$ cat config.mk
export PLATFORM = sky130hd
export DESIGN_NAME = aes_block_packer
export DESIGN_NICKNAME = d
export VERILOG_FILES = /design/src/rtl/aes_block_packer.sv
export SDC_FILE = /design/constraint.sdc
export NUM_CORES = 1
export LEC_CHECK = 0
export CAP_MARGIN = 0
export CORE_MARGIN = 5
export CORE_UTILIZATION = 50
export DETAILED_ROUTE_END_ITERATION = 6
export GPL_TIMING_DRIVEN = 1
export PLACE_DENSITY = 0.81
export RECOVER_POWER = 25
export SLEW_MARGIN = 20
export SYNTH_ARGS = -nofsm -noshare
export SYNTH_HDL_FRONTEND = slang
export SYNTH_SLANG_ARGS = --single-unit
$ cat constraint.sdc
create_clock -name clk -period 4.7 [get_ports clk]
set_clock_uncertainty 0.2 [all_clocks]
set_input_delay 0.47 -clock clk [delete_from_list [all_inputs] [get_ports clk]]
set_output_delay 0.47 -clock clk [all_outputs]
set_load 0.02 [all_outputs]
$ cat src/rtl/aes_block_packer.sv
// rtl/aes_block_packer.sv - byte-to-block packer feeding the AES datapath
// Packs bytes MSB-first into a NUM_BYTES block and hands it off over valid/ready.
module aes_block_packer #(
  parameter int NUM_BYTES = 16,
  parameter int CNT_BITS  = 5
) (
  input  logic                   clk,
  input  logic                   rst,
  input  logic                   clear,
  input  logic [7:0]             byte_in,
  input  logic                   byte_valid,
  output logic                   byte_ready,
  output logic [8*NUM_BYTES-1:0] block_out,
  output logic                   block_valid,
  input  logic                   block_ready,
  output logic [CNT_BITS-1:0]    byte_count
);

  typedef enum logic {FILL = 1'b0, FULL = 1'b1} state_t;

  localparam logic [CNT_BITS-1:0] LAST_SLOT = CNT_BITS'(NUM_BYTES - 1);
  localparam logic [CNT_BITS-1:0] FULL_CNT  = CNT_BITS'(NUM_BYTES);

  state_t              state;
  logic [CNT_BITS-1:0] slot;

  // Slot counts bytes from the LSB end, so the first byte lands in the top byte.
  assign slot       = LAST_SLOT - byte_count;
  assign byte_ready = (state == FILL);

  always_ff @(posedge clk or posedge rst) begin
    if (rst) begin
      state       <= FILL;
      block_valid <= 1'b0;
      byte_count  <= '0;
      block_out   <= '0;
    end else if (clear) begin
      state       <= FILL;
      block_valid <= 1'b0;
      byte_count  <= '0;
      block_out   <= '0;
    end else begin
      case (state)
        FILL: begin
          if (byte_valid) begin
            for (int i = 0; i < NUM_BYTES; i++) begin
              if (slot == CNT_BITS'(i)) begin
                block_out[8*i +: 8] <= byte_in;
              end
            end
            byte_count <= byte_count + CNT_BITS'(1);
            if (byte_count == LAST_SLOT) begin
              state       <= FULL;
              block_valid <= 1'b1;
            end
          end
        end
        FULL: begin
          // Old block contents stay; the next fill overwrites them byte by byte.
          if (block_ready) begin
            state       <= FILL;
            block_valid <= 1'b0;
            byte_count  <= '0;
          end
        end
        default: begin
          state       <= FILL;
          block_valid <= 1'b0;
          byte_count  <= '0;
        end
      endcase
    end
  end

  initial assert (2 ** CNT_BITS > NUM_BYTES);

endmodule
* After elaboration in Yosys (flattened, before gate mapping) *
Index checks and enable logic that the tools add are counted.

storage, ports and cells
  register bits after elaboration = 135
  output and inout port bits = 135

operators by class
  add/subtract/negate cells = 2
  eq/ne operators = 20
  mux-type cells = 33
  bitwise gates (word level) = 1
  reductions and logical operators = 36

operators with widths
  operator             count
  $mux 128             3
  $mux 8               16
  $reduce_and 3->1     17
  $eq 5x4->1 const B   9
  $reduce_bool 2->1    17
  $eq 5x3->1 const B   4
  $mux 5               3
  $eq 5x2->1 const B   2
  $pmux 5 s2           1
  $mux 1               8
  $ne 3x3->1 const B   2
  $add 5x1->5 const B  1
  $eq 5x1->1 const B   1
  $logic_not 5->1      1
  $sub 4x5->5 const A  1
  $pmux 1 s2           2
  $ne 3x2->1 const B   1
  $ne 2x2->1 const B   1
  $reduce_and 2->1     1
  $not 1->1            1

* Depth between registers and ports, before layout *
  depth in word-level cells = 6
  mapped depth = 8

* Worst setup path before layout *
OpenSTA, ideal clock, no wires.

  path type = register to register
  from = register byte_count[1]
  to = register block_out[0]
  arrival = 1.888 ns
  data required time = 4.368 ns
  path slack = 2.480 ns
  cell stages (with the launch flop) = 9
  period minus slack after synthesis = 2.220 ns
  cell sequence = dfrtp_1 -> ha_1 -> clkbuf_1 -> and3_2 -> ha_1 -> clkbuf_1 -> nand3b_1 -> nand2_1 -> a21oi_1

on the way
  cells in the longest elaborated chain, start to end = 4

RTL lines
  item                                RTL line  source
  from (decl)                         16        output logic [CNT_BITS-1:0] byte_count
  from (signal assigned)              51        byte_count <= byte_count + CNT_BITS'(1);
  $sub 4x5->5                         28        assign slot = LAST_SLOT - byte_count;
  $logic_not 5->1                     47        if (slot == CNT_BITS'(i)) begin
  $reduce_bool 2->1 (no source line)  n/a
  $reduce_and 3->1 (no source line)   n/a
  to (signal, indexed assignment)     48        block_out[8*i +: 8] <= byte_in;
  to (decl)                           13        output logic [8*NUM_BYTES-1:0] block_out,

Every way passes these cells.
A chain may end at the register's enable or synchronous reset.

==> flow_summary.yaml <==
power_and_ir_drop:
  p_sw_mw: 0.647
  seqPwrFrac_pct: 43.2
  pwr-share-clk_pct: 50.5
  p_sw_share_pct: 23.6
  comb_power_share_pct: 6.3
  irDropWorstVdd_mv: 0.274
  leakagePower_nw: 4.17
  pwr_density_cell_nw_per_um2: 333
  internal_power_mw: 2.10
route:
  via_count: 4340
  drt-initial-drc-count: 334
  vias_per_cell: 5.46
  ant_nets: 0
  route.detailed.wl_per_inst_um: 20.8
  drc: 0
  drt-pass1-iter-count: 4
  routed_wl_mm: 16.6
clock_tree:
  cts.clk_slew.worst_paths_ns: 0.06
  cts_resized: 0
  numCtsBuffers: 17
  ctsRootBufferMaster: "clkbuf_16"
  cts_setup_buffers: 0
  cts.sinks: 135
  holdBufCountCts: 0
  clk-insertion-delay-late_ns: 0.41
  cts_buffer_depth: 2
  cts_tree: "done"
  h-tree-depth: 4
timing:
  fin_ws_ns: 1.99
  final-setup-viol-count: 0
  final_hold_viol_count: 0
  rsz0062_at_grt: "false"
  fmax_mhz: 369
  slew_headroom_pct: -46.6
  slew_viol_final: 104
  tns_ns: 0
  final.min_clock_period_ns: 2.71
  worst_pin_slew_ns: 2.20
  post-route-period-util_pct: 57.6
logic_synthesis:
  synth_fa_ha_area_share_pct: 1.02
  synth_edf_count: 0
  ys_types: 28
  synth_cells: 500
  yosys_most_used_dff: "dfrtp_1"
  ys_seq_area_share_pct: 55.2
  synth_seq_cells: 135
  yosys-top-cells-area: "dfrtp_1, mux2i_1, nand2b_1"
  synth_compound_area_share_pct: 1.39
  syn_nets: 518
  ys_warn_count: 0
  syn_area_um2: 6120
  synth_mux_area_share_pct: 20.0
  yosysTopAreaCell: "dfrtp_1"
  async_reset_ff_share_pct: 100
  synth_area_per_cell_um2: 12.2
  synth_top_family_by_area: "multiplexers"
  yosys.area_share.simple_pct: 19.3
  synthXorXnorAreaFrac_pct: 0
  netlist.area_leader.share_pct: 55.2
die:
  fp-row-count: 40
  dieArea_um2: 14500
  pin_count: 148
  die-width_um: 121
  start_util_pct: 50.9
  core-area_um2: 12000
  die_h_um: 121
status:
  violations: "max-capacitance violations, max-slew violations"
  status: "finished with violations"
place:
  dpl_cell_area_um2: 7630
  gp_congestion: 0.803
  hpwl_mm: 10.8
  io_buffers: 147
  place_ws_ns: 1.80
  place_inst: 763
global_routing:
  grt_use_total_pct: 23.2
  grt_max_degree: 127
  overflow: 0
  grt_pass1_wl_mm: 26.2
  antenna_found_initial: 0
  grt_pass1_vias: 4715
worst_setup_path:
  worstPathRequired_ns: 5.04
  ff2ff_setup_slack_ns: 2.43
  worst_r2r_path_depth: 6
  worstPathMaxFanout: 103
  end_kind: "asynchronous set/reset pin"
  critPathLaunchType: "primary input"
  timing.rr.start: "byte_count[0]$_DFFE_PP0P_"
  path_class: "in -> async"
  critical_path.max_stage_delay_ns: 1.38
  cp_slowest_cell: "clkinvlp_4"
  reg2reg_to: "block_out[7]$_DFFE_PP0P_"
  path_cells: "dlygate4sd3_1, clkinvlp_4, buf_4"
  arrival_ns: 3.05
final_layout:
  seq_area_um2: 3380
  fin_area_um2: 8240
  area_growth_pct: 34.7
  fillers: 893
  antenna_cells: 0
  multi_input_area_um2: 2550
  layout-drive-gt1-share_pct: 8.80
  final_cells: 795
  fin_nets: 653
run:
  max-cap-violations: 1
worst_hold_path:
  min_to: "block_out[0]$_DFFE_PP0P_"
  hold_depth: 2
  hp-class: "in -> reg"
  hold_start: "clear"
kinds of logic (layout without fill, tap and decap cells):
| logic type | count (synthesis) | after routing |
|---|---|---|
| buffers and inverters | 40 | 188 |
| AOI/OAI and AO/OA | 15 | 15 |
| and+or+nand+nor | 183 | 183 |
| DFF | 135 | 135 |
| adders and majority gates | 5 | 5 |
| muxes | 122 | 122 |
worst max-delay path: cells and delay by family:
family,cells,cell delay [ns]
buffers and inverters,3,2.55
area by class of cell:
class | instances | area share, %
Inverter | 6 | 0.319
Timing Repair Buffer | 150 | 18.1
Clock inverter | 13 | 2.07
Tap cell | 147 | 2.23
Sequential cell | 135 | 41.0
Multi-Input combinational cell | 325 | 30.9
Clock buffer | 19 | 5.38
routing by layer:
layer / track usage, % / wire length, µm / vias to the layer above
li1: - / - / 1949
met1: 30.4 / 7100 / 2200
met2: 37.8 / 7980 / 167
met3: 6.22 / 1230 / 24
met4: 7.08 / 259 / 0
met5: 0 / 0 / -
cells in the final DEF (no fill, tap or decap), types with 4 or more instances in the layout:
cell             synthesis  layout
a21oi_1                 11      11
clkinvlp_4               0       4
clkbuf_16                0      17
inv_1                    6       5
nor2_1                   4       4
dfrtp_1                135     135
nand4_2                 10      10
buf_4                    3       4
clkdlybuf4s50_1          0     145
nand3_1                  9       9
mux2i_1                122     122
nand2b_1               129     129
nand2_1                 12      12
nand2_2                  4       4
ha_1                     5       5
power groups by stage:
stage	Clock [mW]	Sequential, mW	Combinational [mW]
6_report	1.39	1.18	0.174
5_1_grt	1.45	1.18	0.188
4_1_cts	1.39	1.18	0.176
3_5_place_dp	0	1.20	0.175
3_3_place_gp	0	1.20	0.173
2_1_floorplan	0	1.22	0.0951
how the worst max path moves through the flow:
stage                          start                         end  cells after the start
after floorplan                  rst    block_out[0]$_DFFE_PP0P_                      1
after global placement    byte_valid   block_out[16]$_DFFE_PP0P_                      4
after detailed placement  byte_valid   block_out[21]$_DFFE_PP0P_                      4
after CTS                 byte_valid   block_out[61]$_DFFE_PP0P_                      4
after global routing             rst  block_out[100]$_DFFE_PP0P_                      3
final                            rst  block_out[100]$_DFFE_PP0P_                      3
flip-flops by register name, summed over array words and instances, names as in the netlist:
name / count
state: 1
byte_count: 5
block_valid: 1
block_out: 128
Yosys cell counts (3+ instances only):
cell type,number
inv_1,6
nor2_1,4
nand2b_1,129
buf_4,3
mux2i_1,122
nand4_2,10
a21oi_1,11
nand2_1,12
buf_2,12
dfrtp_1,135
nand3_1,9
clkbuf_1,17
nand2_2,4
ha_1,5
per-stage QoR:
step                power [mW]  hold slack, ns  util, %
finish                    2.74           0.167     68.6
global route              2.82           0.168     68.6
CTS                       2.75           0.151     68.6
detailed placement        1.38           0.323     63.5
global placement          1.38           0.314     63.5
floorplan                 1.31           0.412        -
Note: power is estimated with default switching activity, not from simulation.
